### config.mk
export PLATFORM = sky130hd
export DESIGN_NAME = ms7200_link_monitor_flat
export DESIGN_NICKNAME = d
export VERILOG_FILES = /design/src/rtl/ms7200_link_monitor_if.sv /design/src/rtl/ms7200_link_monitor.sv /design/src/flat_wrapper.sv
export SDC_FILE = /design/constraint.sdc
export NUM_CORES = 1
export LEC_CHECK = 0
export BUFFER_PORTS_ARGS = -buffer_cell sky130_fd_sc_hd__buf_2
export CAP_MARGIN = 20
export CORE_MARGIN = 2
export CORE_UTILIZATION = 45
export CTS_CLUSTER_DIAMETER = 30
export DETAILED_ROUTE_END_ITERATION = 16
export GPL_ROUTABILITY_DRIVEN = 0
export RECOVER_POWER = 100
export SYNTH_ARGS = -nofsm -noshare
export SYNTH_HDL_FRONTEND = slang
export SYNTH_SLANG_ARGS = --single-unit
### constraint.sdc
create_clock -name clk -period 2.8 [get_ports clk]
set_input_delay 0.28 -clock clk [delete_from_list [all_inputs] [get_ports clk]]
set_output_delay 0.28 -clock clk [all_outputs]
set_load 0.03 [all_outputs]
### src/rtl/ms7200_link_monitor_if.sv
// Request/response bundle between the link monitor and the shared iic_dri master.
// The monitor uses the master side; the iic_dri (or a model of it) uses the slave side.
interface ms7200_link_monitor_if;
  logic [7:0]  device_id;
  logic        iic_trig;
  logic        w_r;
  logic [15:0] addr;
  logic [7:0]  data_in;
  logic        busy;
  logic [7:0]  data_out;
  logic        byte_over;

  modport master (
    output device_id, iic_trig, w_r, addr, data_in,
    input  busy, data_out, byte_over
  );

  modport slave (
    input  device_id, iic_trig, w_r, addr, data_in,
    output busy, data_out, byte_over
  );
endinterface

### src/rtl/ms7200_link_monitor.sv
// Post-init HDMI RX link supervisor: polls one MS7200 status register through iic_dri,
// debounces the result into link_ok and pulses reinit_req on sustained link loss.
module ms7200_link_monitor #(
  parameter logic [26:0] CLK_FRE    = 27'd10_000_000,
  parameter logic [15:0] POLL_MS    = 16'd100,
  parameter logic [15:0] TIMEOUT_MS = 16'd10,
  parameter logic [7:0]  DEVICE_ID  = 8'h56,
  parameter logic [15:0] STAT_ADDR  = 16'h0000,
  parameter logic [7:0]  STAT_MASK  = 8'h01,
  parameter logic [3:0]  STABLE_CNT = 4'd3,
  parameter logic [3:0]  LOSS_CNT   = 4'd3
) (
  input  logic                         clk,
  input  logic                         rst_n,
  input  logic                         init_over,
  ms7200_link_monitor_if.master        iic,
  output logic [7:0]                   status_byte,
  output logic                         link_ok,
  output logic                         reinit_req,
  output logic                         err_timeout
);

  localparam int unsigned TICK_CYC = 32'(CLK_FRE) / 32'd1000;
  localparam int unsigned MS_W     = (TICK_CYC > 1) ? $clog2(TICK_CYC) : 1;
  localparam int unsigned CNT_W    = 4;

  localparam logic [CNT_W-1:0] WB_LAST  = 4'd15;
  localparam logic [CNT_W-1:0] CNT_SAT  = 4'hF;

  localparam logic [2:0] S_IDLE      = 3'd0;
  localparam logic [2:0] S_WAIT_POLL = 3'd1;
  localparam logic [2:0] S_TRIG      = 3'd2;
  localparam logic [2:0] S_WAIT_BUSY = 3'd3;
  localparam logic [2:0] S_WAIT_DONE = 3'd4;
  localparam logic [2:0] S_EVAL      = 3'd5;

  logic [2:0]       state_q, state_d;
  logic [MS_W-1:0]  ms_cnt_q, ms_cnt_d;
  logic [15:0]      poll_cnt_q, poll_cnt_d;
  logic [15:0]      to_cnt_q, to_cnt_d;
  logic [CNT_W-1:0] wb_cnt_q, wb_cnt_d;
  logic [7:0]       sample_q, sample_d;
  logic             captured_q, captured_d;
  logic             abort_q, abort_d;
  logic [CNT_W-1:0] good_cnt_q, good_cnt_d;
  logic [CNT_W-1:0] bad_cnt_q, bad_cnt_d;
  logic             link_ok_q, link_ok_d;
  logic             reinit_q, reinit_d;
  logic             err_q, err_d;
  logic [7:0]       status_q, status_d;
  logic             trig_q, trig_d;
  logic [15:0]      addr_q, addr_d;

  logic ms_tick_c;
  logic eval_good_c;

  // Millisecond strobe; the timebase is frozen while idle.
  assign ms_tick_c   = (state_q != S_IDLE) && (ms_cnt_q == MS_W'(TICK_CYC - 1));
  // An aborted read never counts as good, even if a byte slipped in before the abort.
  assign eval_good_c = captured_q && !abort_q && ((sample_q & STAT_MASK) == STAT_MASK);

  always_ff @(posedge clk or negedge rst_n) begin
    if (!rst_n) state_q <= S_IDLE;
    else        state_q <= state_d;
  end

  always_comb begin
    state_d    = state_q;
    ms_cnt_d   = ms_tick_c ? '0 : ms_cnt_q + MS_W'(1);
    poll_cnt_d = ms_tick_c ? poll_cnt_q + 16'd1 : poll_cnt_q;
    to_cnt_d   = to_cnt_q;
    wb_cnt_d   = wb_cnt_q;
    sample_d   = sample_q;
    captured_d = captured_q;
    abort_d    = abort_q;
    good_cnt_d = good_cnt_q;
    bad_cnt_d  = bad_cnt_q;
    link_ok_d  = link_ok_q;
    reinit_d   = 1'b0;
    err_d      = err_q;
    status_d   = status_q;
    trig_d     = 1'b0;

    case (state_q)
      S_IDLE: begin
        ms_cnt_d   = '0;
        poll_cnt_d = '0;
        if (init_over) state_d = S_WAIT_POLL;
      end

      S_WAIT_POLL: begin
        if (ms_tick_c && (poll_cnt_q == POLL_MS - 16'd1)) state_d = S_TRIG;
      end

      // Hold off while another master owns the bus, then fire a single request.
      S_TRIG: begin
        if (!iic.busy) begin
          trig_d     = 1'b1;
          wb_cnt_d   = '0;
          captured_d = 1'b0;
          abort_d    = 1'b0;
          state_d    = S_WAIT_BUSY;
        end
      end

      S_WAIT_BUSY: begin
        if (iic.busy) begin
          ms_cnt_d = '0;
          to_cnt_d = '0;
          state_d  = S_WAIT_DONE;
        end else if (wb_cnt_q == WB_LAST) begin
          abort_d = 1'b1;
          err_d   = 1'b1;
          state_d = S_EVAL;
        end else begin
          wb_cnt_d = wb_cnt_q + 4'd1;
        end
      end

      // A byte strobe coinciding with busy falling is still captured.
      S_WAIT_DONE: begin
        if (iic.byte_over) begin
          sample_d   = iic.data_out;
          captured_d = 1'b1;
        end
        if (ms_tick_c) to_cnt_d = to_cnt_q + 16'd1;
        if (!iic.busy) begin
          state_d = S_EVAL;
        end else if (ms_tick_c && (to_cnt_q == TIMEOUT_MS - 16'd1)) begin
          abort_d = 1'b1;
          err_d   = 1'b1;
          state_d = S_EVAL;
        end
      end

      S_EVAL: begin
        ms_cnt_d   = '0;
        poll_cnt_d = '0;
        state_d    = S_WAIT_POLL;
        if (captured_q) status_d = sample_q;
        if (eval_good_c) begin
          bad_cnt_d  = '0;
          good_cnt_d = (good_cnt_q == CNT_SAT) ? good_cnt_q : good_cnt_q + 4'd1;
          if (good_cnt_d == STABLE_CNT) link_ok_d = 1'b1;
        end else begin
          good_cnt_d = '0;
          bad_cnt_d  = (bad_cnt_q == CNT_SAT) ? bad_cnt_q : bad_cnt_q + 4'd1;
          if ((bad_cnt_d == LOSS_CNT) && link_ok_q) begin
            link_ok_d = 1'b0;
            reinit_d  = 1'b1;
            bad_cnt_d = '0;
          end
        end
      end

      default: state_d = S_IDLE;
    endcase

    // Disable overrides everything, including a loss detected in the same cycle.
    if (!init_over) begin
      state_d    = S_IDLE;
      ms_cnt_d   = '0;
      poll_cnt_d = '0;
      to_cnt_d   = '0;
      wb_cnt_d   = '0;
      sample_d   = '0;
      captured_d = 1'b0;
      abort_d    = 1'b0;
      good_cnt_d = '0;
      bad_cnt_d  = '0;
      link_ok_d  = 1'b0;
      reinit_d   = 1'b0;
      err_d      = 1'b0;
      status_d   = '0;
      trig_d     = 1'b0;
    end

    addr_d = ((state_d == S_TRIG) || (state_d == S_WAIT_BUSY) || (state_d == S_WAIT_DONE))
             ? STAT_ADDR : 16'h0000;
  end

  always_ff @(posedge clk or negedge rst_n) begin
    if (!rst_n) begin
      ms_cnt_q   <= '0;
      poll_cnt_q <= '0;
      to_cnt_q   <= '0;
      wb_cnt_q   <= '0;
      sample_q   <= '0;
      captured_q <= 1'b0;
      abort_q    <= 1'b0;
      good_cnt_q <= '0;
      bad_cnt_q  <= '0;
      link_ok_q  <= 1'b0;
      reinit_q   <= 1'b0;
      err_q      <= 1'b0;
      status_q   <= '0;
      trig_q     <= 1'b0;
      addr_q     <= '0;
    end else begin
      ms_cnt_q   <= ms_cnt_d;
      poll_cnt_q <= poll_cnt_d;
      to_cnt_q   <= to_cnt_d;
      wb_cnt_q   <= wb_cnt_d;
      sample_q   <= sample_d;
      captured_q <= captured_d;
      abort_q    <= abort_d;
      good_cnt_q <= good_cnt_d;
      bad_cnt_q  <= bad_cnt_d;
      link_ok_q  <= link_ok_d;
      reinit_q   <= reinit_d;
      err_q      <= err_d;
      status_q   <= status_d;
      trig_q     <= trig_d;
      addr_q     <= addr_d;
    end
  end

  assign iic.device_id = DEVICE_ID;
  assign iic.iic_trig  = trig_q;
  assign iic.w_r       = 1'b0;
  assign iic.addr      = addr_q;
  assign iic.data_in   = 8'h00;

  assign status_byte = status_q;
  assign link_ok     = link_ok_q;
  assign reinit_req  = reinit_q;
  assign err_timeout = err_q;

endmodule

### src/flat_wrapper.sv
// flat-port wrapper written by rule: the top's interface ports become plain ports
module ms7200_link_monitor_flat 
#(
  parameter logic [26:0] CLK_FRE    = 27'd10_000_000,
  parameter logic [15:0] POLL_MS    = 16'd100,
  parameter logic [15:0] TIMEOUT_MS = 16'd10,
  parameter logic [7:0]  DEVICE_ID  = 8'h56,
  parameter logic [15:0] STAT_ADDR  = 16'h0000,
  parameter logic [7:0]  STAT_MASK  = 8'h01,
  parameter logic [3:0]  STABLE_CNT = 4'd3,
  parameter logic [3:0]  LOSS_CNT   = 4'd3
)
  (clk, rst_n, init_over, status_byte, link_ok, reinit_req, err_timeout, iic_device_id, iic_iic_trig, iic_w_r, iic_addr, iic_data_in, iic_busy, iic_data_out, iic_byte_over);
  ms7200_link_monitor_if iic_i ();
  input  logic clk;
  input  logic rst_n;
  input  logic init_over;
  output logic [7:0] status_byte;
  output logic link_ok;
  output logic reinit_req;
  output logic err_timeout;
  output wire logic [$bits(iic_i.device_id)-1:0] iic_device_id;
  output wire logic [$bits(iic_i.iic_trig)-1:0] iic_iic_trig;
  output wire logic [$bits(iic_i.w_r)-1:0] iic_w_r;
  output wire logic [$bits(iic_i.addr)-1:0] iic_addr;
  output wire logic [$bits(iic_i.data_in)-1:0] iic_data_in;
  input wire logic [$bits(iic_i.busy)-1:0] iic_busy;
  input wire logic [$bits(iic_i.data_out)-1:0] iic_data_out;
  input wire logic [$bits(iic_i.byte_over)-1:0] iic_byte_over;
  assign iic_device_id = iic_i.device_id;
  assign iic_iic_trig = iic_i.iic_trig;
  assign iic_w_r = iic_i.w_r;
  assign iic_addr = iic_i.addr;
  assign iic_data_in = iic_i.data_in;
  assign iic_i.busy = iic_busy;
  assign iic_i.data_out = iic_data_out;
  assign iic_i.byte_over = iic_byte_over;
  ms7200_link_monitor #(.CLK_FRE(CLK_FRE), .POLL_MS(POLL_MS), .TIMEOUT_MS(TIMEOUT_MS), .DEVICE_ID(DEVICE_ID), .STAT_ADDR(STAT_ADDR), .STAT_MASK(STAT_MASK), .STABLE_CNT(STABLE_CNT), .LOSS_CNT(LOSS_CNT)) u_core (.clk(clk), .rst_n(rst_n), .init_over(init_over), .iic(iic_i), .status_byte(status_byte), .link_ok(link_ok), .reinit_req(reinit_req), .err_timeout(err_timeout));
endmodule
-- After elaboration in Yosys (flattened, before gate mapping)
Cells that the tools add are included.
- register bits after elaboration: 83
- input port bits: 13
- output and inout port bits: 45
- logic and storage cells: 139
- add/sub/neg operators: 6
- eq/ne operators: 36
- muxes and demuxes: 63
- reduce and logical (&&, ||, !) cells: 19
- operators by type and width (operator ; count):
    2-to-1 mux 16 bit ; 6
    2-to-1 mux 4 bit ; 13
    2-to-1 mux 8 bit ; 6
    2-to-1 mux 14 bit ; 3
    adder 16 x 1 -> 16 bit (second input constant) ; 2
    case mux 16 bit (2 select lines) ; 1
    case mux 14 bit (2 select lines) ; 1
    2-to-1 mux 1 bit ; 21
    2-to-1 mux 3 bit ; 7
    inequality test 3 bit (second input constant) ; 7
    equality test 16 x 4 -> 1 bit (second input constant) ; 1
    equality test 16 x 7 -> 1 bit (second input constant) ; 1
    inequality test 3 x 2 -> 1 bit (second input constant) ; 5
    case mux 3 bit (5 select lines) ; 1
    adder 14 x 1 -> 14 bit (second input constant) ; 1
    equality test 14 bit (second input constant) ; 1
    adder 4 x 1 -> 4 bit (second input constant) ; 3
    equality test 4 bit (second input constant) ; 3
    inequality test 3 x 1 -> 1 bit (second input constant) ; 4
    AND reduction 3 bit ; 3
    equality test 4 x 2 -> 1 bit (second input constant) ; 2
    inequality test 2 x 1 -> 1 bit (second input constant) ; 4
    inequality test 4 x 3 -> 1 bit (second input constant) ; 2
    case mux 4 bit (2 select lines) ; 1
    other kinds (15) ; 25

-- Longest topological paths before layout
Gate-level depths: netlist of run 1.
- depth in word-level cells: 8
- depth in mapped cells: 8
- depth with buffers taken out: 7

-- Worst setup path before layout of run 1
Ideal clock, no wire load.
- path type: reg2reg
- start: register u_core.ms_cnt_q[0]
- end: register u_core.abort_q
- setup time: 0.077 ns
- arrival time: 1.860 ns
- data required time: 2.723 ns
- setup slack: 0.864 ns
- cell stages (with the launch flop): 8
- buffers on the path: 1
- period minus slack after synthesis: 1.936 ns
- cell sequence: dfrtp_1 > ha_1 > and3_1 > nand2_1 > buf_2 > or4_1 > a21o_1 > o21ai_1
- longest elaborated chain between the ends: 5
- ends and longest elaborated chain (element ; RTL line ; text):
    start, declared ; ms7200_link_monitor.sv:38 ; logic [MS_W-1:0] ms_cnt_q, ms_cnt_d;
    start signal, assigned ; ms7200_link_monitor.sv:200 ; ms_cnt_q <= ms_cnt_d;
    equality test 14 bit ; ms7200_link_monitor.sv:58 ; assign ms_tick_c = (state_q != S_IDLE) && (ms_cnt_q == MS_W'(TICK_CYC - 1));
    logical AND 1 bit ; ms7200_link_monitor.sv:58 ;
    logical AND 1 bit ; ms7200_link_monitor.sv:129 ; end else if (ms_tick_c && (to_cnt_q == TIMEOUT_MS - 16'd1)) begin
    inequality test 3 x 2 -> 1 bit (no source line) ; -- ;
    AND reduction 6 bit (no source line) ; -- ;
    end signal, assigned ; ms7200_link_monitor.sv:206 ; abort_q <= abort_d;
    end, declared ; ms7200_link_monitor.sv:44 ; logic abort_q, abort_d;
Every way passes these cells.
A chain may end at the register's enable or synchronous reset.

-- Worst setup path after layout of run 1
- start: register u_core.ms_cnt_q[7]
- end: register u_core.ms_cnt_q[11]
- longest elaborated chain between the ends: 6
- elaborated cells between the ends (all ways): 7
- classes of those cells: add/sub (1); eq/ne (1); mux (4); reduce/logical (1)
- ends and longest elaborated chain (element ; RTL line ; text):
    parallel branches: the longest is 2 deep, another holds adder 14 x 1 -> 14 bit ; -- ;
    2-to-1 mux 14 bit (*) ; ms7200_link_monitor.sv:69 ; ms_cnt_d = ms_tick_c ? '0 : ms_cnt_q + MS_W'(1);
    2-to-1 mux 14 bit ; ms7200_link_monitor.sv:107 ; if (iic.busy) begin
    case mux 14 bit (2 select lines) (*) ; ms7200_link_monitor.sv:84 ; case (state_q)
    2-to-1 mux 14 bit (*) ; ms7200_link_monitor.sv:160 ; if (!init_over) begin
    named net u_core.ms_cnt_d[11] ; ms7200_link_monitor.sv:38 ;
Mark *: on every way through the listed nets, which the timed path passes.

==> impl_metrics.csv, run 1 <==
group,metric,value,unit
run_status,outcome,"completed",
die,coreArea,10200,um2
global_routing,number_of_antenna_violations_at_the_first_check_in_global_routing,0,
route,wirelength,9300,um
route,routed_wire_per_std_cell,14.0,um
placed_design,placement.cell_area,4810,um2
setup_path,worst_r2r_path_depth,6,
finish,area_delta_synth_final,6.30,%
min_path,hold_depth,2,
logic_synthesis,synth_seq_area_share,0.445,
clock_tree,post_cts.repair.setup_buffers,0,
route,detailroute.wirelength.met2,4310,um
min_path,min_delay_worst_endpoint,"u_core.sample_q[3]",
logic_synthesis,post_synth_main_area_contributors,"sky130_fd_sc_hd__dfrtp_1 45%, sky130_fd_sc_hd__buf_4 5.5%, sky130_fd_sc_hd__nand2_1 4.2%, sky130_fd_sc_hd__nor2_1 3.6%, sky130_fd_sc_hd__xnor2_1 3.2%",
clock_tree,cts_inserted_buffers,9,
timing,tightestPinTransition,1.13,ns
timing,achievable-frequency,0.422,GHz
route,post_drt_via_cell_ratio,5.35,
min_path,hold_startpoint,"iic_data_out[3]",
timing,count_of_final_max_slew_check_failures,0,
timing,fin_tns_setup,0,ns
route,detail_route.wirelength.met1,4520,um
die,floorplan.io_pins,58,
placed_design,place_hpwl,6440,um
finish,layout.cell_area.non_filler,4960,um2
logic_synthesis,syn_area_per_cell,9.37,um2
global_routing,maximum_number_of_pins_on_one_net_before_global_route_repair,44,
logic_synthesis,synth-seq-cells,83,
die,die_area,11200,um2
logic_synthesis,ys_warn_count,0,
setup_path,critical_path_arrival,2.58,ns
route,detailroute.via_count,3545,
route,drt.antenna.violating_nets,0,
timing,worst_clock_skew,0.0157,ns
pwr,power_per_cell_area,476,nW/um2
logic_synthesis,async_flop_share,1.00,
timing,max_slew_headroom_at_the_worst_pin,0.242,
clock_tree,cts_tree,"done",
setup_path,worst_flop_to_flop_path_startpoint,"u_core.ms_cnt_q[7]",
timing,final_hold_viol_count,0,
setup_path,critical_path.startpoint_type,"flip-flop",
logic_synthesis,post_synth_num_cell_types,63,
setup_path,required_time_at_the_endpoint_of_the_critical_path,3.01,ns
logic_synthesis,synth_cells,498,
logic_synthesis,yosys.area.top_type,"sky130_fd_sc_hd__dfrtp_1",
timing,final.min_clock_period,2.37,ns
logic_synthesis,number_of_enable_type_register_cells_in_the_synthesized_netlist,0,
global_routing,wire_length_of_the_first_global_routing_pass,15600,um
route,met3_wirelength,345,um
clock_tree,cts_root_buf,"sky130_fd_sc_hd__clkbuf_8",
placed_design,pre_cts_ws,0.550,ns
die,rows,37,
die,fp.dieH,106,um
clock_tree,clk_transition_reported_paths,0.09,ns
pwr,worst_ir_drop_vdd,0.000243,V
timing,setup_ws,0.429,ns
logic_synthesis,synth.top_cell.area_share,0.445,
global_routing,first_global_vias,3239,
finish,post_route_cells_drive_above_1_share,0.0760,
clock_tree,cts.sink_count,83,
logic_synthesis,ys_dominant_reg_cell,"sky130_fd_sc_hd__dfrtp_1",
setup_path,worst_setup_path_end_kind,"flip-flop",
die,start_util,0.458,
die,floorplan.die.width,106,um
setup_path,r2r_end,"u_core.ms_cnt_q[11]",
pwr,static-leakage-power,2.12,nW
setup_path,timing.reg2reg.setup_slack,0.43,ns
setup_path,criticalPathCategory,"reg2reg",
route,route.top_layer_used,"met4",
timing,final.period_utilization,0.847,
finish,ant_diodes,0,
global_routing,grt-ovfl-total,0,
global_routing,gr-usage-all-layers,0.172,
route,dr.pass1.iters,4,
timing,setup_repair_after_global_routing_missed_its_margin,"false",
pwr,totalPowerFinal,0.00236,W
timing,finalSetupViolCount,0,
run,timing.max_cap.violations,0,
min_path,holdCritPathClass,"in2reg",
clock_tree,post_cts_resized,0,
route,detail_route.drc_violations,0,
setup_path,cp_max_fo,14,
clock_tree,clock_latency,0.35,ns
finish,net_count_final,542,
clock_tree,max-clock-path-buffers,2,
placed_design,port_buffers,24,
logic_synthesis,post_synth_instance_area,4670,um2
route,initialDrtViolationCount,158,
clock_tree,h-tree-depth,3,
==> state kept, by name, summed over array words and instances, names as in the netlist, 3 cells and up <==
name                cells
u_core.sample_q         8
u_core.status_byte      8
u_core.state_q          3
u_core.bad_cnt_q        4
u_core.poll_cnt_q      16
u_core.ms_cnt_q        14
u_core.to_cnt_q        16
u_core.good_cnt_q       4
u_core.wb_cnt_q         4
==> worst max-delay path, stage by stage (launching register included) <==
cell and delay [ns]:
sky130_fd_sc_hd__dfrtp_1 0.45, sky130_fd_sc_hd__nor4_1 0.31, sky130_fd_sc_hd__nand4_1 0.26, sky130_fd_sc_hd__buf_4 0.25
sky130_fd_sc_hd__nor2_1 0.28, sky130_fd_sc_hd__a311o_1 0.56, sky130_fd_sc_hd__nor2_1 0.12
==> Yosys cell counts (3+ instances only) <==
| cell type | count |
|---|---|
| sky130_fd_sc_hd__xor2_1 | 9 |
| sky130_fd_sc_hd__nand3_1 | 23 |
| sky130_fd_sc_hd__nor2b_1 | 5 |
| sky130_fd_sc_hd__a21boi_1 | 7 |
| sky130_fd_sc_hd__o21ai_0 | 10 |
| sky130_fd_sc_hd__ha_1 | 8 |
| sky130_fd_sc_hd__a21oi_1 | 20 |
| sky130_fd_sc_hd__clkbuf_1 | 9 |
| sky130_fd_sc_hd__nand4_1 | 12 |
| sky130_fd_sc_hd__a21o_1 | 6 |
| sky130_fd_sc_hd__dfrtp_1 | 83 |
| sky130_fd_sc_hd__and3_1 | 9 |
| sky130_fd_sc_hd__nand2_1 | 52 |
| sky130_fd_sc_hd__nor2_1 | 45 |
| sky130_fd_sc_hd__a22o_1 | 9 |
| sky130_fd_sc_hd__and2_1 | 4 |
| sky130_fd_sc_hd__nand2b_1 | 6 |
| sky130_fd_sc_hd__and4_1 | 5 |
| sky130_fd_sc_hd__o41ai_1 | 3 |
| sky130_fd_sc_hd__inv_1 | 12 |
| sky130_fd_sc_hd__nor4b_1 | 3 |
| sky130_fd_sc_hd__xnor2_1 | 17 |
| sky130_fd_sc_hd__nor3_1 | 12 |
| sky130_fd_sc_hd__o31ai_1 | 9 |
| sky130_fd_sc_hd__buf_4 | 34 |
| sky130_fd_sc_hd__nor4_1 | 7 |
| sky130_fd_sc_hd__or4_1 | 3 |
| sky130_fd_sc_hd__buf_2 | 7 |
| sky130_fd_sc_hd__or3_1 | 5 |
| sky130_fd_sc_hd__o21ai_1 | 21 |
==> report_power, final <==
group	switching, W	internal, W	leakage, nW
clock network	0.000438	0.000440	0.0999
registers	0.0000322	0.00121	1.16
logic	0.000181	0.0000581	0.866
==> cell type report <==
type	count	area (um2)
multi-input combinational	382	2290
tap	136	170
inverter	13	48.8
timing repair buffer	32	173
sequential	83	2080
clock inverter	5	60.1
clock buffer	11	141
fill	968	5220
==> logic make-up (layout without fill, tap and decap cells) <==
kind of cell / count (synthesis) / count (layout) / share of synthesized area
buf+inv: 64 / 61 / 0.0823
simple gates: 210 / 210 / 0.246
flops: 83 / 83 / 0.445
mux: 3 / 3 / 0.00724
xor+xnor: 26 / 26 / 0.0488
fa+ha+maj: 8 / 8 / 0.0214
other cells: 2 / 33 / 0.00161
compound gates: 102 / 102 / 0.148
==> worst max path at each step <==
| stage | startpoint | end | depth (start not counted) | slack, ns |
|---|---|---|---|---|
| 6_report | u_core.ms_cnt_q[7] | u_core.ms_cnt_q[11] | 6 | 0.43 |
| 5_1_grt | u_core.ms_cnt_q[7] | u_core.ms_cnt_q[4] | 6 | 0.27 |
| 4_1_cts | u_core.ms_cnt_q[7] | u_core.ms_cnt_q[11] | 6 | 0.52 |
| 3_5_place_dp | u_core.ms_cnt_q[7] | u_core.ms_cnt_q[11] | 6 | 0.55 |
| 3_3_place_gp | u_core.state_q[1] | u_core.to_cnt_q[11] | 5 | 0.61 |
| 2_1_floorplan | u_core.ms_cnt_q[0] | u_core.abort_q | 7 | 0.86 |
==> layout by cell type, fill, tap and decap left out, types with 3 or more instances in the layout <==
cell                       instances
sky130_fd_sc_hd__and2_1            3
sky130_fd_sc_hd__clkbuf_8         10
sky130_fd_sc_hd__xor2_1            9
sky130_fd_sc_hd__and4_1            5
sky130_fd_sc_hd__nand2_1          52
sky130_fd_sc_hd__nand2b_1          6
sky130_fd_sc_hd__o21ai_1          10
sky130_fd_sc_hd__nor4_1            8
sky130_fd_sc_hd__clkbuf_1         15
sky130_fd_sc_hd__nor3_1           12
sky130_fd_sc_hd__conb_1           33
sky130_fd_sc_hd__or3_1             6
sky130_fd_sc_hd__a22o_1            9
sky130_fd_sc_hd__dfrtp_1          83
sky130_fd_sc_hd__xnor2_1          17
sky130_fd_sc_hd__a21o_1            6
sky130_fd_sc_hd__or4_1             3
sky130_fd_sc_hd__nor4b_1           4
sky130_fd_sc_hd__nand4_1          13
sky130_fd_sc_hd__ha_1              8
sky130_fd_sc_hd__a21oi_1          20
sky130_fd_sc_hd__inv_1            12
sky130_fd_sc_hd__nor2b_1           5
sky130_fd_sc_hd__o21ai_0          21
sky130_fd_sc_hd__buf_4             4
sky130_fd_sc_hd__buf_2            11
sky130_fd_sc_hd__nand3_1          23
sky130_fd_sc_hd__nor2_1           45
sky130_fd_sc_hd__and3_1            9
sky130_fd_sc_hd__o41ai_1           4
sky130_fd_sc_hd__o31ai_1           9
sky130_fd_sc_hd__a21boi_0          8
==> repair_timing <==
action | CTS | global route
endpoints found under the hold margin | 40 | 0
hold buffers | 1 | 0
endpoints found under the setup margin | 0 | 0
==> through the flow <==
stage	hold WS (ns)	instances	utilization
finish	0.145	662	0.487
global placement	0.300	645	0.472
global route	0.133	662	0.487
floorplan	-0.0156	529	-
CTS	0.127	662	0.493
detailed placement	0.307	645	0.472
==> layer usage <==
| metal | vias to the layer above | global-route usage |
|---|---|---|
| met5 | - | 0 |
| met4 | 0 | 0.0592 |
| met3 | 9 | 0.0278 |
| met2 | 67 | 0.276 |
| met1 | 1711 | 0.236 |
| li1 | 1758 | - |
Power figures use the tool's default switching activity.
==> inputs of run 2 (changes only) <==
- PLACE_DENSITY: default -> 0.67
- clock period: 2.8 -> 1.9 ns (I/O delays scaled with it)
==> run 2 against run 1 <==
Against the previous run:
- via count increased by 8.1%
- utilization increased by 5.7 points
- clock power increased by 48%
- routed wire length increased by 9.6%
- setup slack got worse by 0.37 ns
- maximum frequency increased by 29%
- critical path depth decreased by 1
- first-iteration DRC count increased by 22%
- clock skew decreased by 0.0072 ns
- combinational power increased by 84%
- highest routed layer unchanged
==> impl_metrics.csv, run 2 (same netlist as run 1, synthesis figures left out) <==
group,metric,value,unit
global_routing,wire_length_of_the_first_global_routing_pass,17400,um
die,floorplan.io_pins,58,
clock_tree,clk_transition_reported_paths,0.09,ns
die,start_util,0.458,
setup_path,worst_flop_to_flop_path_startpoint,"u_core.state_q[2]",
pwr,power_per_cell_area,640,nW/um2
setup_path,critical_path_arrival,2.12,ns
finish,layout.cell_area.non_filler,5540,um2
timing,final.min_clock_period,1.84,ns
setup_path,cp_max_fo,6,
timing,final.hold.worst_slack,0.0552,ns
route,detail_route.drc_violations,0,
route,initialDrtViolationCount,193,
timing,count_of_final_max_slew_check_failures,0,
pwr,totalPowerFinal,0.00355,W
setup_path,critical_path.startpoint_type,"flip-flop",
die,rows,37,
timing,max_slew_headroom_at_the_worst_pin,0.413,
placed_design,placement.cell_area,5150,um2
clock_tree,h-tree-depth,3,
global_routing,maximum_number_of_pins_on_one_net_before_global_route_repair,45,
min_path,hold_startpoint,"iic_data_out[7]",
clock_tree,max-clock-path-buffers,2,
timing,final_hold_viol_count,0,
run_status,outcome,"completed",
global_routing,number_of_antenna_violations_at_the_first_check_in_global_routing,0,
global_routing,first_global_vias,3657,
finish,commonest_non_fill_non_tap_cells_in_the_layout,"77 x sky130_fd_sc_hd__dfrtp_1, 51 x sky130_fd_sc_hd__nand2_1, 49 x sky130_fd_sc_hd__buf_4",
timing,setup_ws,0.0567,ns
global_routing,grt-ovfl-total,0,
die,fp.dieH,106,um
finish,final.fill_count,916,
finish,ant_diodes,0,
timing,fin_tns_setup,0,ns
placed_design,pre_cts_ws,-0.0770,ns
timing,final.period_utilization,0.970,
global_routing,gr-usage-all-layers,0.190,
pwr,static-leakage-power,2.44,nW
finish,regs_by_ff_count,"u_core.poll_cnt_q x16, u_core.to_cnt_q x16, u_core.ms_cnt_q x14",
route,drt.antenna.violating_nets,0,
finish,post_route_cells_drive_above_1_share,0.212,
run,timing.max_cap.violations,0,
setup_path,criticalPathCategory,"reg2reg",
die,die_area,11200,um2
finish,multi_input_logic_area,2480,um2
clock_tree,cts.sink_count,83,
pwr,worst_ir_drop_vdd,0.000427,V
die,coreArea,10200,um2
clock_tree,cts_inserted_buffers,9,
clock_tree,clock_latency,0.35,ns
finish,mostFrequentLayoutCell,"sky130_fd_sc_hd__dfrtp_1",
timing,setup_repair_after_global_routing_missed_its_margin,"true",
setup_path,worst_r2r_path_depth,5,
clock_tree,cts_tree,"done",
route,wirelength,10200,um
setup_path,timing.reg2reg.setup_slack,0.06,ns
finish,net_count_final,592,
finish,area_delta_synth_final,18.7,%
min_path,hold_depth,2,
setup_path,required_time_at_the_endpoint_of_the_critical_path,2.18,ns
placed_design,place_hpwl,7340,um
setup_path,worst_setup_path_end_kind,"flip-flop",
route,post_drt_via_cell_ratio,5.38,
min_path,holdCritPathClass,"in2reg",
placed_design,port_buffers,24,
route,routed_wire_per_std_cell,14.3,um
route,detailroute.via_count,3831,
clock_tree,cts_root_buf,"sky130_fd_sc_hd__clkbuf_8",
setup_path,r2r_end,"u_core.to_cnt_q[11]",
die,floorplan.die.width,106,um
timing,worst_clock_skew,0.00845,ns
timing,achievable-frequency,0.543,GHz
timing,tightestPinTransition,0.880,ns
finish,layout.area.seq,2080,um2
timing,finalSetupViolCount,0,
min_path,min_delay_worst_endpoint,"u_core.sample_q[7]",
route,dr.pass1.iters,6,
-- run 2: routing by layer --
| layer | track usage | part of all wire | routed length (um) | vias to the layer above |
|---|---|---|---|---|
| met1 | 0.252 | 0.47 | 4760 | 1869 |
| met3 | 0.0334 | 0.035 | 352 | 14 |
| met2 | 0.318 | 0.49 | 4950 | 85 |
| met5 | 0 | 0 | 0 | - |
| li1 | - | - | - | 1863 |
| met4 | 0.0583 | 0.012 | 121 | 0 |
-- run 2: repair_timing --
action / in CTS / in global routing
pin swaps: 5 / 12
endpoints found under the setup margin: 4 / 38
buffers inserted: 3 / 2
hold endpoints to repair: 58 / 0
resized for setup: 4 / 32
hold buffers: 1 / 0
-- run 2: area by class of cell --
class,count,share of cell area
Sequential cell,83,0.376
Clock buffer,9,0.0224
Tap cell,136,0.0307
Multi-Input combinational cell,382,0.448
Inverter,13,0.00881
Clock inverter,7,0.0138
Timing Repair Buffer,82,0.100
-- run 2: power by group --
| part | switching, W | internal, W | total [W] | leakage (nW) |
|---|---|---|---|---|
| Sequential | 0.0000280 | 0.00178 | 0.00181 | 1.15 |
| Combinational | 0.000308 | 0.000131 | 0.000439 | 1.20 |
| Clock | 0.000682 | 0.000617 | 0.00130 | 0.0962 |
-- run 2: through the flow --
stage | util | std cells
floorplan | - | 529
global route | 0.544 | 712
CTS | 0.531 | 710
detailed placement | 0.506 | 690
finish | 0.544 | 712
global placement | 0.506 | 690
-- run 2: worst max path at each step --
| stage | from | to | slack (ns) |
|---|---|---|---|
| 3_3_place_gp | u_core.ms_cnt_q[1] | u_core.poll_cnt_q[9] | 0.02 |
| 6_report | u_core.state_q[2] | u_core.to_cnt_q[11] | 0.06 |
| 2_1_floorplan | u_core.ms_cnt_q[0] | u_core.abort_q | 0.03 |
| 4_1_cts | u_core.ms_cnt_q[7] | u_core.to_cnt_q[15] | -0.002 |
| 3_5_place_dp | u_core.ms_cnt_q[7] | u_core.to_cnt_q[6] | -0.08 |
| 5_1_grt | u_core.ms_cnt_q[7] | u_core.state_q[0] | -0.05 |
-- run 2: critical path, stage by stage, from the launching register on --
cell and delay [ns]:
sky130_fd_sc_hd__dfrtp_1 0.44, sky130_fd_sc_hd__nand2b_1 0.20, sky130_fd_sc_hd__o31ai_2 0.27, sky130_fd_sc_hd__o21ba_4 0.22, sky130_fd_sc_hd__or4_4 0.52, sky130_fd_sc_hd__a21oi_2 0.13
==> inputs of run 3 (changes only) <==
==> constraint.sdc (replaced) <==
create_clock -name clk -period 1.9 [get_ports clk]
set_input_delay 0.19 -clock clk [delete_from_list [all_inputs] [get_ports clk]]
set_output_delay 0.19 -clock clk [all_outputs]
set_load 0.1 [all_outputs]
==> run 3 against run 2 <==
Against the previous run:
- hold slack got worse by 0.0019 ns
- largest cell class unchanged
- critical endpoint unchanged
- cell count stayed put
- critical path depth unchanged
- clock skew fell by 0.00066 ns
==> impl_metrics.csv, run 3 (same netlist as run 1, synthesis figures left out) <==
group,metric,value,unit
clock_tree,cts_root_buf,"sky130_fd_sc_hd__clkbuf_8",
placed_design,place_hpwl,7340,um
route,initialDrtViolationCount,181,
global_routing,grt_util_met1,0.252,
global_routing,wire_length_of_the_first_global_routing_pass,17400,um
die,coreArea,10200,um2
clock_tree,h-tree-depth,3,
timing,count_of_final_max_slew_check_failures,0,
die,fp.dieH,106,um
die,floorplan.io_pins,58,
finish,post_route_cells_drive_above_1_share,0.233,
route,detail_route.drc_violations,0,
timing,fin_tns_setup,0,ns
clock_tree,clock_latency,0.35,ns
finish,commonest_non_fill_non_tap_cells_in_the_layout,"77 x sky130_fd_sc_hd__dfrtp_1, 51 x sky130_fd_sc_hd__nand2_1, 49 x sky130_fd_sc_hd__buf_4",
global_routing,grt.busiest_layer,"met2",
run,timing.max_cap.violations,0,
die,start_util,0.458,
setup_path,critical_path.slowest_cell,"sky130_fd_sc_hd__or4_4",
global_routing,gr-usage-all-layers,0.190,
setup_path,critical_path_arrival,2.13,ns
setup_path,critical_path.startpoint_type,"flip-flop",
die,rows,37,
timing,tightestPinTransition,0.879,ns
finish,net_count_final,592,
route,wirelength,10200,um
clock_tree,max-clock-path-buffers,2,
timing,max_slew_headroom_at_the_worst_pin,0.414,
route,routed_wire_per_std_cell,14.3,um
global_routing,first_global_vias,3657,
route,drt.antenna.violating_nets,0,
run_status,outcome,"completed",
finish,regs_by_ff_count,"u_core.poll_cnt_q x16, u_core.to_cnt_q x16, u_core.ms_cnt_q x14",
clock_tree,cts_tree,"done",
finish,layout.cell_area.non_filler,5560,um2
global_routing,grt_use_met3,0.0334,
pwr,worst_ir_drop_vdd,0.000427,V
timing,final.min_clock_period,1.84,ns
timing,worst_clock_skew,0.00779,ns
clock_tree,clk_transition_reported_paths,0.09,ns
setup_path,criticalPathCategory,"reg2reg",
pwr,power_per_cell_area,674,nW/um2
route,post_drt_via_cell_ratio,5.38,
timing,finalSetupViolCount,0,
die,floorplan.die.width,106,um
clock_tree,cts_inserted_buffers,9,
setup_path,critical_path.cell_chain,"nand2b_1 > o31ai_2 > o21ba_4 > or4_4 > a21oi_2",
finish,ant_diodes,0,
global_routing,grt-ovfl-total,0,
finish,fin_util,0.545,
finish,mostFrequentLayoutCell,"sky130_fd_sc_hd__dfrtp_1",
min_path,holdCritPathClass,"in2reg",
timing,achievable-frequency,0.543,GHz
timing,final.period_utilization,0.970,
timing,setup_repair_after_global_routing_missed_its_margin,"true",
global_routing,number_of_antenna_violations_at_the_first_check_in_global_routing,0,
global_routing,maximum_number_of_pins_on_one_net_before_global_route_repair,45,
route,dr.pass1.iters,6,
setup_path,worst_setup_path_end_kind,"flip-flop",
die,die_area,11200,um2
setup_path,cp_max_fo,6,
placed_design,placement.cell_area,5150,um2
pwr,static-leakage-power,2.49,nW
setup_path,critical_path.max_stage_delay,0.52,ns
placed_design,port_buffers,24,
timing,final_hold_viol_count,0,
setup_path,required_time_at_the_endpoint_of_the_critical_path,2.18,ns
route,detailroute.via_count,3833,
clock_tree,cts.sink_count,83,
finish,area_delta_synth_final,19.0,%
global_routing,grtUsageMet2,0.318,
-- run 3: cell types whose count changed in the layout (fill, tap and decap cells not counted) --
cell	delta
sky130_fd_sc_hd__clkbuf_1	-12
sky130_fd_sc_hd__clkbuf_2	+12
-- run 3: per-stage QoR --
stage	worst slack, ns	power [W]	std cells	hold slack [ns]
after floorplan	0.0291	0.00236	529	-0.106
after global routing	-0.0541	0.00390	712	0.0456
after CTS	-0.00172	0.00377	710	0.0387
after detailed placement	-0.0770	0.00246	690	0.0636
after global placement	0.0157	0.00245	690	0.0602
final	0.0573	0.00375	712	0.0533
-- run 3: worst paths after layout --
| kind | to | cells after the start | from | slack (ns) |
|---|---|---|---|---|
| worst max-delay path | u_core.to_cnt_q[11] | 5 | u_core.state_q[2] | 0.06 |
| worst min-delay path | u_core.sample_q[7] | 2 | iic_data_out[7] | 0.05 |
| worst max register to register | u_core.to_cnt_q[11] | 5 | u_core.state_q[2] | 0.06 |
| worst min register to register | u_core.wb_cnt_q[3] | 1 | u_core.wb_cnt_q[3] | 0.48 |
| max in group asynchronous | u_core.ms_cnt_q[6] | 3 | rst_n | 0.31 |
| min in group asynchronous | u_core.sample_q[3] | 2 | rst_n | 0.47 |
-- run 3: routing by layer --
layer,vias to the layer above,routed length [um]
met5,-,0
met4,0,131
met3,13,400
met2,93,4940
met1,1861,4720
li1,1866,-
-- run 3: final cells by class --
class / instances / area (um2)
Clock inverter: 7 / 76.3
Fill cell: 909 / 4630
Multi-Input combinational cell: 382 / 2480
Sequential cell: 83 / 2080
Tap cell: 136 / 170
Inverter: 13 / 48.8
Clock buffer: 9 / 124
Timing Repair Buffer: 82 / 571
-- run 3: timing repair --
action                                  4_1_cts  5_1_grt
setup buffers                                 3        2
gates resized for setup                       4       32
pin swaps                                     5       12
hold buffers                                  1        0
endpoints found under the hold margin        58        0
endpoints found under the setup margin        4       38
-- run 3: worst max-delay path, delay by kind of cell (launching register included) --
kind               cells  cell delay, ns
AOI/OAI and AO/OA      3            0.62
DFF                    1            0.44
and+or+nand+nor        2            0.72
-- run 3: power breakdown --
part	leakage, nW	total (W)	switching, W	internal (W)
Clock	0.0962	0.00130	0.000684	0.000617
Combinational	1.24	0.000637	0.000506	0.000131
Sequential	1.15	0.00181	0.0000280	0.00178
